===== src/rtl/uart_pkg.sv =====
// rtl/uart_pkg.sv - UART register map, bit indices and read-source codes
package uart_pkg;

    // Word index (byte address [3:2]) of each register
    localparam logic [1:0] UART_STATUS = 2'd0;
    localparam logic [1:0] UART_TX     = 2'd1;
    localparam logic [1:0] UART_RX     = 2'd2;
    localparam logic [1:0] UART_CTRL   = 2'd3;

    localparam int ST_TX_FULL   = 0;
    localparam int ST_RX_AVAIL  = 1;
    localparam int ST_TX_OVF    = 2;
    localparam int ST_RX_UNF    = 3;

    localparam int CTRL_TX_EN   = 0;
    localparam int CTRL_RX_IE   = 1;
    localparam int CTRL_TX_IE   = 2;
    localparam int CTRL_CLR_OVF = 8;
    localparam int CTRL_CLR_UNF = 9;

    localparam int RX_VALID_BIT = 8;

    typedef enum logic [1:0] {
        SRC_STATUS = 2'd0,
        SRC_RX     = 2'd1,
        SRC_CTRL   = 2'd2,
        SRC_ZERO   = 2'd3
    } rd_src_e;

endpackage


===== src/rtl/uart_mmio.sv =====
// rtl/uart_mmio.sv - CPU load/store bridge to the UART TX/RX FIFOs with status, control and irq
module uart_mmio
    import uart_pkg::*;
#(
    parameter int ADDR_W = 4,
    parameter int DATA_W = 32
) (
    input  logic              clk,
    input  logic              rst,
    input  logic              req_valid,
    input  logic              req_we,
    input  logic [ADDR_W-1:0] req_addr,
    input  logic [DATA_W-1:0] req_wdata,
    output logic              rsp_valid,
    output logic [DATA_W-1:0] rsp_rdata,
    output logic              tx_fifo_wr_en,
    output logic [7:0]        tx_fifo_din,
    input  logic              tx_fifo_full,
    output logic              rx_fifo_rd_en,
    input  logic [7:0]        rx_fifo_dout,
    input  logic              rx_fifo_empty,
    output logic              start_tx,
    output logic              irq
);

    logic              tx_en, rx_ie, tx_ie;
    logic              tx_ovf, rx_unf;
    logic              pend_valid;
    rd_src_e           pend_src;
    logic [DATA_W-1:0] snap_q;
    logic [DATA_W-1:0] last_q;

    logic [1:0]        word;
    logic              mapped, acc;
    logic              wr_tx, rd_rx, wr_ctrl;
    logic              ovf_set, unf_set;
    logic [DATA_W-1:0] status_word, ctrl_word;
    rd_src_e           next_src;
    logic [DATA_W-1:0] next_snap;
    logic              unused_bits;

    assign word   = req_addr[3:2];
    assign mapped = (req_addr >> 4) == '0;
    // Reset gates every strobe so an access issued under reset has no effect
    assign acc    = !rst && req_valid && mapped;

    assign wr_tx   = acc &&  req_we && (word == UART_TX);
    assign rd_rx   = acc && !req_we && (word == UART_RX);
    assign wr_ctrl = acc &&  req_we && (word == UART_CTRL);

    assign tx_fifo_wr_en = wr_tx && !tx_fifo_full;
    assign tx_fifo_din   = req_wdata[7:0];
    assign rx_fifo_rd_en = rd_rx && !rx_fifo_empty;

    assign ovf_set = wr_tx && tx_fifo_full;
    assign unf_set = rd_rx && rx_fifo_empty;

    assign status_word = DATA_W'({rx_unf, tx_ovf, !rx_fifo_empty, tx_fifo_full});
    assign ctrl_word   = DATA_W'({tx_ie, rx_ie, tx_en});

    always_comb begin
        next_src  = SRC_ZERO;
        next_snap = '0;
        case (word)
            UART_STATUS: begin
                next_src  = SRC_STATUS;
                next_snap = status_word;
            end
            UART_RX:     next_src = rx_fifo_empty ? SRC_ZERO : SRC_RX;
            UART_CTRL: begin
                next_src  = SRC_CTRL;
                next_snap = ctrl_word;
            end
            default:     next_src = SRC_ZERO;
        endcase
    end

    // RX data arrives from the FIFO in the response cycle, so it bypasses the snapshot
    always_comb begin
        rsp_rdata = last_q;
        if (pend_valid) begin
            case (pend_src)
                SRC_RX:  rsp_rdata = DATA_W'({1'b1, rx_fifo_dout});
                SRC_ZERO: rsp_rdata = '0;
                default: rsp_rdata = snap_q;
            endcase
        end
    end

    assign rsp_valid = pend_valid;
    assign start_tx  = tx_en;

    always_ff @(posedge clk) begin
        if (rst) begin
            pend_valid <= 1'b0;
            pend_src   <= SRC_ZERO;
            snap_q     <= '0;
            last_q     <= '0;
            tx_en      <= 1'b0;
            rx_ie      <= 1'b0;
            tx_ie      <= 1'b0;
            tx_ovf     <= 1'b0;
            rx_unf     <= 1'b0;
            irq        <= 1'b0;
        end else begin
            pend_valid <= acc && !req_we;
            if (acc && !req_we) begin
                pend_src <= next_src;
                snap_q   <= next_snap;
            end
            if (pend_valid) begin
                last_q <= rsp_rdata;
            end
            if (wr_ctrl) begin
                tx_en <= req_wdata[CTRL_TX_EN];
                rx_ie <= req_wdata[CTRL_RX_IE];
                tx_ie <= req_wdata[CTRL_TX_IE];
            end
            // A new error event in the same cycle as its W1C keeps the flag set
            tx_ovf <= ovf_set || (tx_ovf && !(wr_ctrl && req_wdata[CTRL_CLR_OVF]));
            rx_unf <= unf_set || (rx_unf && !(wr_ctrl && req_wdata[CTRL_CLR_UNF]));
            irq    <= (rx_ie && !rx_fifo_empty) || (tx_ie && !tx_fifo_full) || tx_ovf || rx_unf;
        end
    end

    assign unused_bits = &{1'b0, req_addr[1:0], req_wdata[DATA_W-1:10]};

endmodule


===== config.mk =====
export PLATFORM = sky130hd
export DESIGN_NAME = uart_mmio
export DESIGN_NICKNAME = d
export VERILOG_FILES = /design/src/rtl/uart_pkg.sv /design/src/rtl/uart_mmio.sv
export SDC_FILE = /design/constraint.sdc
export NUM_CORES = 1
export LEC_CHECK = 0
export ABC_AREA = 1
export CAP_MARGIN = 20
export CORE_ASPECT_RATIO = 1.1
export CORE_MARGIN = 2
export CORE_UTILIZATION = 43
export CTS_CLUSTER_DIAMETER = 150
export DETAILED_ROUTE_END_ITERATION = 10
export PLACE_DENSITY = 0.93
export REMOVE_ABC_BUFFERS = 1
export SETUP_SLACK_MARGIN = 0.3
export SLEW_MARGIN = 20
export SYNTH_ARGS = -nofsm -noshare
export SYNTH_HDL_FRONTEND = slang
export SYNTH_SLANG_ARGS = --single-unit

===== constraint.sdc =====
create_clock -name clk -period 2.9 [get_ports clk]
set_clock_uncertainty 0.2 [all_clocks]
set_input_delay 0.58 -clock clk [delete_from_list [all_inputs] [get_ports clk]]
set_output_delay 0.58 -clock clk [all_outputs]
set_load 0.05 [all_outputs]

==> results.toml, run 1 <==
[routing]
drtIter0Drc = 112
via_per_inst = 4.82
ant_nets = 0
drcViolationCount = 0
wl_um = 4190
drt_pre_antenna_iters = 4
num_vias = 1740
wl_per_cell_um = 11.6

[place]
post_dp_cell_area_mm2 = 0.00262
placedCellCount = 353
io_buffer_count = 60
finalWeightedCongestion = 0.920
hpwl_um = 3050

[sta]
worstMarginPinSlew_ps = 506
max_slew_margin = 0.662
drv_slew = 0
hold_viol = 0
max_freq_ghz = 0.393
final.period_utilization = 0.878
rsz0062_at_grt = "no"
fin_crit_ps = 2550
setup_viol = 0
setup_tns_ps = 0

[critical_path]
path_max_fanout = 4
critical_path.startpoint_type = "input port"
r2r-start = "rsp_valid$_SDFF_PP0_"
slowest_stage = "clkdlybuf4s50_1"
crit_chain = "clkdlybuf4s50_1, inv_2, ha_1, nor3b_4, buf_12"
worstSetupPathType = "input port to primary output"
cp_slowest_stage_delay_ps = 470
end_kind = "primary output"
crit_required_ps = 2120
cp.arrival_ps = 1770
critPathLaunch = "req_addr[3]"

[grt]
grt-ovfl-total = 0
grt_max_degree = 42
grt_usage = 0.175
grt_pass1_vias = 1554
grt_pass1_wl_um = 6730
antenna_found_initial = 0

[power_and_ir_drop]
leakagePower_nw = 1.42
power.density_mw_per_mm2 = 428
p_sw_mw = 0.273
ir_drop_uv = 220
sequentialPowerShare = 0.522
sw_frac_of_total = 0.227
intPower_mw = 0.928
clock_power_share = 0.371
p_comb_frac = 0.107
fin_total_pwr_mw = 1.20

[finish]
largest_reg_flops = 32
fin_nets = 362
finalInstanceArea_mm2 = 0.00280
drive_gt1_frac = 0.140
areaGrowthSynthToFinish_pct = 44.7
reg_top3 = "last_q (32), snap_q (4), pend_src (2)"
diodes = 0
final_cells = 361
top_register = "last_q"
fin_util = 0.649

[clock_network]
cts_buffers = 5
cts_num_sinks = 45
clk-insertion-delay-late_ps = 290
cts_root_buf = "clkbuf_8"
path_clk_slew_ps = 80
cts_setup_buffers = 0
cts_tree = "yes"
clockBufferDepth = 2
holdBufCountCts = 0
htreeDepth = 2

[floorplan]
ios = 95
initial_core_util = 0.449
rows = 25
chipHeight_um = 74.4
fp.coreArea_mm2 = 0.00432
die-area_mm2 = 0.00506
die_width_um = 68.0

[synthesis]
ys_types = 21
ys_ff_latch = 45
avgSynthCellArea_um2 = 7.66
syn_area_mm2 = 0.00194
seq_area_frac_synth = 0.465
netlist_instances = 253
yosys_warnings = 0

[worst_hold_path]
hp-start = "last_q[27]$_SDFFE_PP0P_"
hp-class = "flop to flop"

[run_status]
status = "completed"

[job]
max_cap_viol_count = 0
## Yosys cell counts, drive strengths merged
cell type / number / share of area
a21oi: 4 / 0.010
o21ai: 8 / 0.021
nor2: 38 / 0.085
nand2: 25 / 0.052
nand4: 3 / 0.0097
inv: 52 / 0.10
nor3b: 1 / 0.0039
dfxtp: 45 / 0.47
buf: 19 / 0.068
a31oi: 4 / 0.013
nor3: 25 / 0.070
nand3: 19 / 0.052
ha: 5 / 0.032
o22ai: 5 / 0.016
## what timing repair did
| item | 4_1_cts | 5_1_grt |
|---|---|---|
| cloned | 0 | 1 |
| gates resized for setup | 8 | 19 |
| pin swaps | 0 | 2 |
| setup endpoints to repair | 25 | 20 |
## final timing paths
check	to	slack, ps	depth (start not counted)
max	tx_fifo_wr_en	350	5
min	last_q[27]$_SDFFE_PP0P_	240	2
max reg2reg	last_q[4]$_SDFFE_PP0P_	1340	5
min reg2reg	last_q[27]$_SDFFE_PP0P_	240	2
## per-stage QoR
step / setup slack (ps) / hold slack, ps
after global placement: 220 / 224
final: 354 / 237
after CTS: 291 / 239
after global routing: 295 / 263
after floorplan: -743 / 216
after detailed placement: 200 / 227
## power groups by stage
stage	combinational, mW	clock, mW	sequential [mW]
2_1_floorplan	0.0378	0	0.649
3_3_place_gp	0.122	0	0.642
3_5_place_dp	0.124	0	0.642
4_1_cts	0.125	0.458	0.627
5_1_grt	0.139	0.486	0.628
6_report	0.128	0.445	0.627
## worst max-delay path: cells and delay by family
kind          cells  cell delay [ps]
buf+inv           3              740
fa+ha+maj         1              190
simple gates      1              250
## layer usage
metal  global-route usage  vias up  wire length (um)
li1                     -      882                 -
met1                0.199      795              1770
met5                    0        -                 0
met4               0.0667        0                61
met2                0.299       56              2070
met3               0.0605        7               290
## cell type report
type / count / area, um^2
Clock inverter: 2 / 35.0
Tap cell: 54 / 67.6
Inverter: 52 / 195
Fill cell: 356 / 1510
Sequential cell: 45 / 905
Timing Repair Buffer: 66 / 805
Multi-Input combinational cell: 137 / 727
Clock buffer: 5 / 68.8
## logic make-up after synthesis
family          share of synthesized area
compound gates                     0.0601
fa+ha+maj                          0.0323
buf+inv                             0.169
flops                               0.465
simple gates                        0.273
## placed cells by master, fill, tap and decap left out, types with 4 or more instances in the layout
master           count
buf_4                8
nor3_1              24
inv_2                5
nor2_1              34
inv_1               47
buf_12              12
clkbuf_8             5
o21ai_0              8
clkdlybuf4s50_1     26
dfxtp_1             44
a21oi_1              4
dlygate4sd2_1        5
dlymetal6s2s_1      14
a31oi_1              4
nand3_1             17
nand2_1             24
o22ai_1              5
ha_1                 5
No activity file was read; power rests on OpenSTA's default activity.
==> run 2, diff against run 1 <==
- GPL_ROUTABILITY_DRIVEN: default -> 0
- SLEW_MARGIN: 20 -> default
==> run 2 against run 1 <==
Compared with the run above: fmax is essentially flat; count of clock-buffer cells in the layout up 1; routed wire length down 6.4%; combinational power about the same; total power is 8.3% lower; register-to-register slack improved by 80 ps; via count shrank 1.8%; hold slack about the same; sequential power about the same; clock power fell by 21%; sequential share of layout area is 0.23 points higher; critical path type unchanged; critical endpoint is now rx_fifo_rd_en; largest cell class unchanged; largest power group unchanged.
==> results.toml, run 2 (same netlist as run 1, synthesis figures left out) <==
[finish]
diodes = 0
areaGrowthSynthToFinish_pct = 43.3
mostFrequentLayoutCell = "inv_1"
regArea_um2 = 902
reg_top3 = "last_q (32), snap_q (4), pend_src (2)"
fin_nets = 361
finalInstanceArea_mm2 = 0.00278
fin_util = 0.643
final_cell_mix = "inv_1, dfxtp_1, nor2_1"
multiInputGateArea_um2 = 722
top_register = "last_q"
fillers = 350
largest_reg_flops = 32
drive_gt1_frac = 0.127

[critical_path]
worstSetupPathType = "input port to primary output"
rrSetupSlack_ps = 1420
crit_required_ps = 2120
cp.arrival_ps = 1770
worstRegToRegCells = 4
r2r-start = "rsp_valid$_SDFF_PP0_"
end_kind = "primary output"
r2r_end = "last_q[5]$_SDFFE_PP0P_"
critical_path.startpoint_type = "input port"
path_max_fanout = 4

[grt]
grt_pass1_wl_um = 6370
grt.busiest_layer = "met2"
met1_usage = 0.197
grt_usage = 0.164
grt_pass1_vias = 1541
gr-usage-met2 = 0.274
met3_usage = 0.0545
antenna_found_initial = 0
grt-ovfl-total = 0
grt_max_degree = 49

[power_and_ir_drop]
power.density_mw_per_mm2 = 397
clock_power_share = 0.318
ir_drop_uv = 274
p_sw_mw = 0.258
p_comb_frac = 0.113
fin_total_pwr_mw = 1.10
intPower_mw = 0.843
sequentialPowerShare = 0.569
sw_frac_of_total = 0.234
leakagePower_nw = 1.58

[sta]
final.period_utilization = 0.879
hold_viol = 0
whs_ps = 237
rsz0062_at_grt = "yes"
max_freq_ghz = 0.392
drv_slew = 0
setup_viol = 0
setup_tns_ps = 0
fin_crit_ps = 2550
worstMarginPinSlew_ps = 530
max_slew_margin = 0.645

[floorplan]
ios = 95
chipHeight_um = 74.4
die_width_um = 68.0
die-area_mm2 = 0.00506
initial_core_util = 0.449
rows = 25
fp.coreArea_mm2 = 0.00432

[routing]
via_per_inst = 4.73
drcViolationCount = 0
wl_um = 3930
ant_nets = 0
wl_per_cell_um = 10.9
drtIter0Drc = 91
drt_pre_antenna_iters = 4
num_vias = 1709

[worst_hold_path]
hold_depth = 2
hold_end = "last_q[22]$_SDFFE_PP0P_"
hp-class = "flop to flop"
hp-start = "last_q[22]$_SDFFE_PP0P_"

[place]
post_dp_cell_area_mm2 = 0.00262
hpwl_um = 3020
io_buffer_count = 60

[run_status]
status = "completed"

[clock_network]
ctsResizeCount = 4
cts_setup_buffers = 0
clockBufferDepth = 2
cts_num_sinks = 45
cts_tree = "yes"
htreeDepth = 2
cts_root_buf = "clkbuf_8"
cts_buffers = 5
clk-insertion-delay-late_ps = 280
holdBufCountCts = 0
path_clk_slew_ps = 70

[job]
max_cap_viol_count = 0
[run 2: cell types whose count changed in the layout (fill, tap and decap cells not counted), moves of 2 or more]
| cell | previous run | this run |
|---|---|---|
| clkdlybuf4s50_1 | 26 | 20 |
| inv_2 | 5 | 3 |
| dlymetal6s2s_1 | 14 | 23 |
| dlygate4sd2_1 | 5 | 2 |
| inv_1 | 47 | 49 |
[run 2: stage by stage]
stage | worst slack, ps | instances
detailed placement | 194 | 353
floorplan | -743 | 234
CTS | 222 | 361
global route | 249 | 361
global placement | 212 | 353
finish | 352 | 361
[run 2: power by group through the flow]
stage	clock network [mW]	logic, mW	registers, mW
after detailed placement	0	0.124	0.641
after CTS	0.362	0.125	0.627
final	0.350	0.125	0.627
after global routing	0.384	0.135	0.627
after global placement	0	0.121	0.641
after floorplan	0	0.0378	0.649
[run 2: worst max-delay path by stage]
stage                               startpoint             to  slack, ps  cells after the start
final                              req_addr[2]  rx_fifo_rd_en        350                      6
after global placement                  req_we  rx_fifo_rd_en        210                      6
after detailed placement                req_we  rx_fifo_rd_en        190                      6
after global routing               req_addr[2]  rx_fifo_rd_en        250                      6
after floorplan           rsp_valid$_SDFF_PP0_   rsp_rdata[4]       -740                      2
after CTS                               req_we  rx_fifo_rd_en        220                      6
[run 2: per-layer routing]
metal | share of wire | wire length (um)
met1 | 0.42 | 1660
met2 | 0.49 | 1930
met3 | 0.076 | 297
met4 | 0.0097 | 38
met5 | 0 | 0
[run 2: cell type report]
type,instances,share of cell area
timing repair buffer,65,0.290
inverter,52,0.0703
multi-input combinational,137,0.260
clock buffer,6,0.0261
clock inverter,2,0.00361
sequential,45,0.325
tap,54,0.0243
[run 2: worst max-delay path: stages]
cell and delay (ps):
clkdlybuf4s50_1 470, inv_1 140, ha_1 210, nand2_1 70
nor2_2 140, buf_12 150
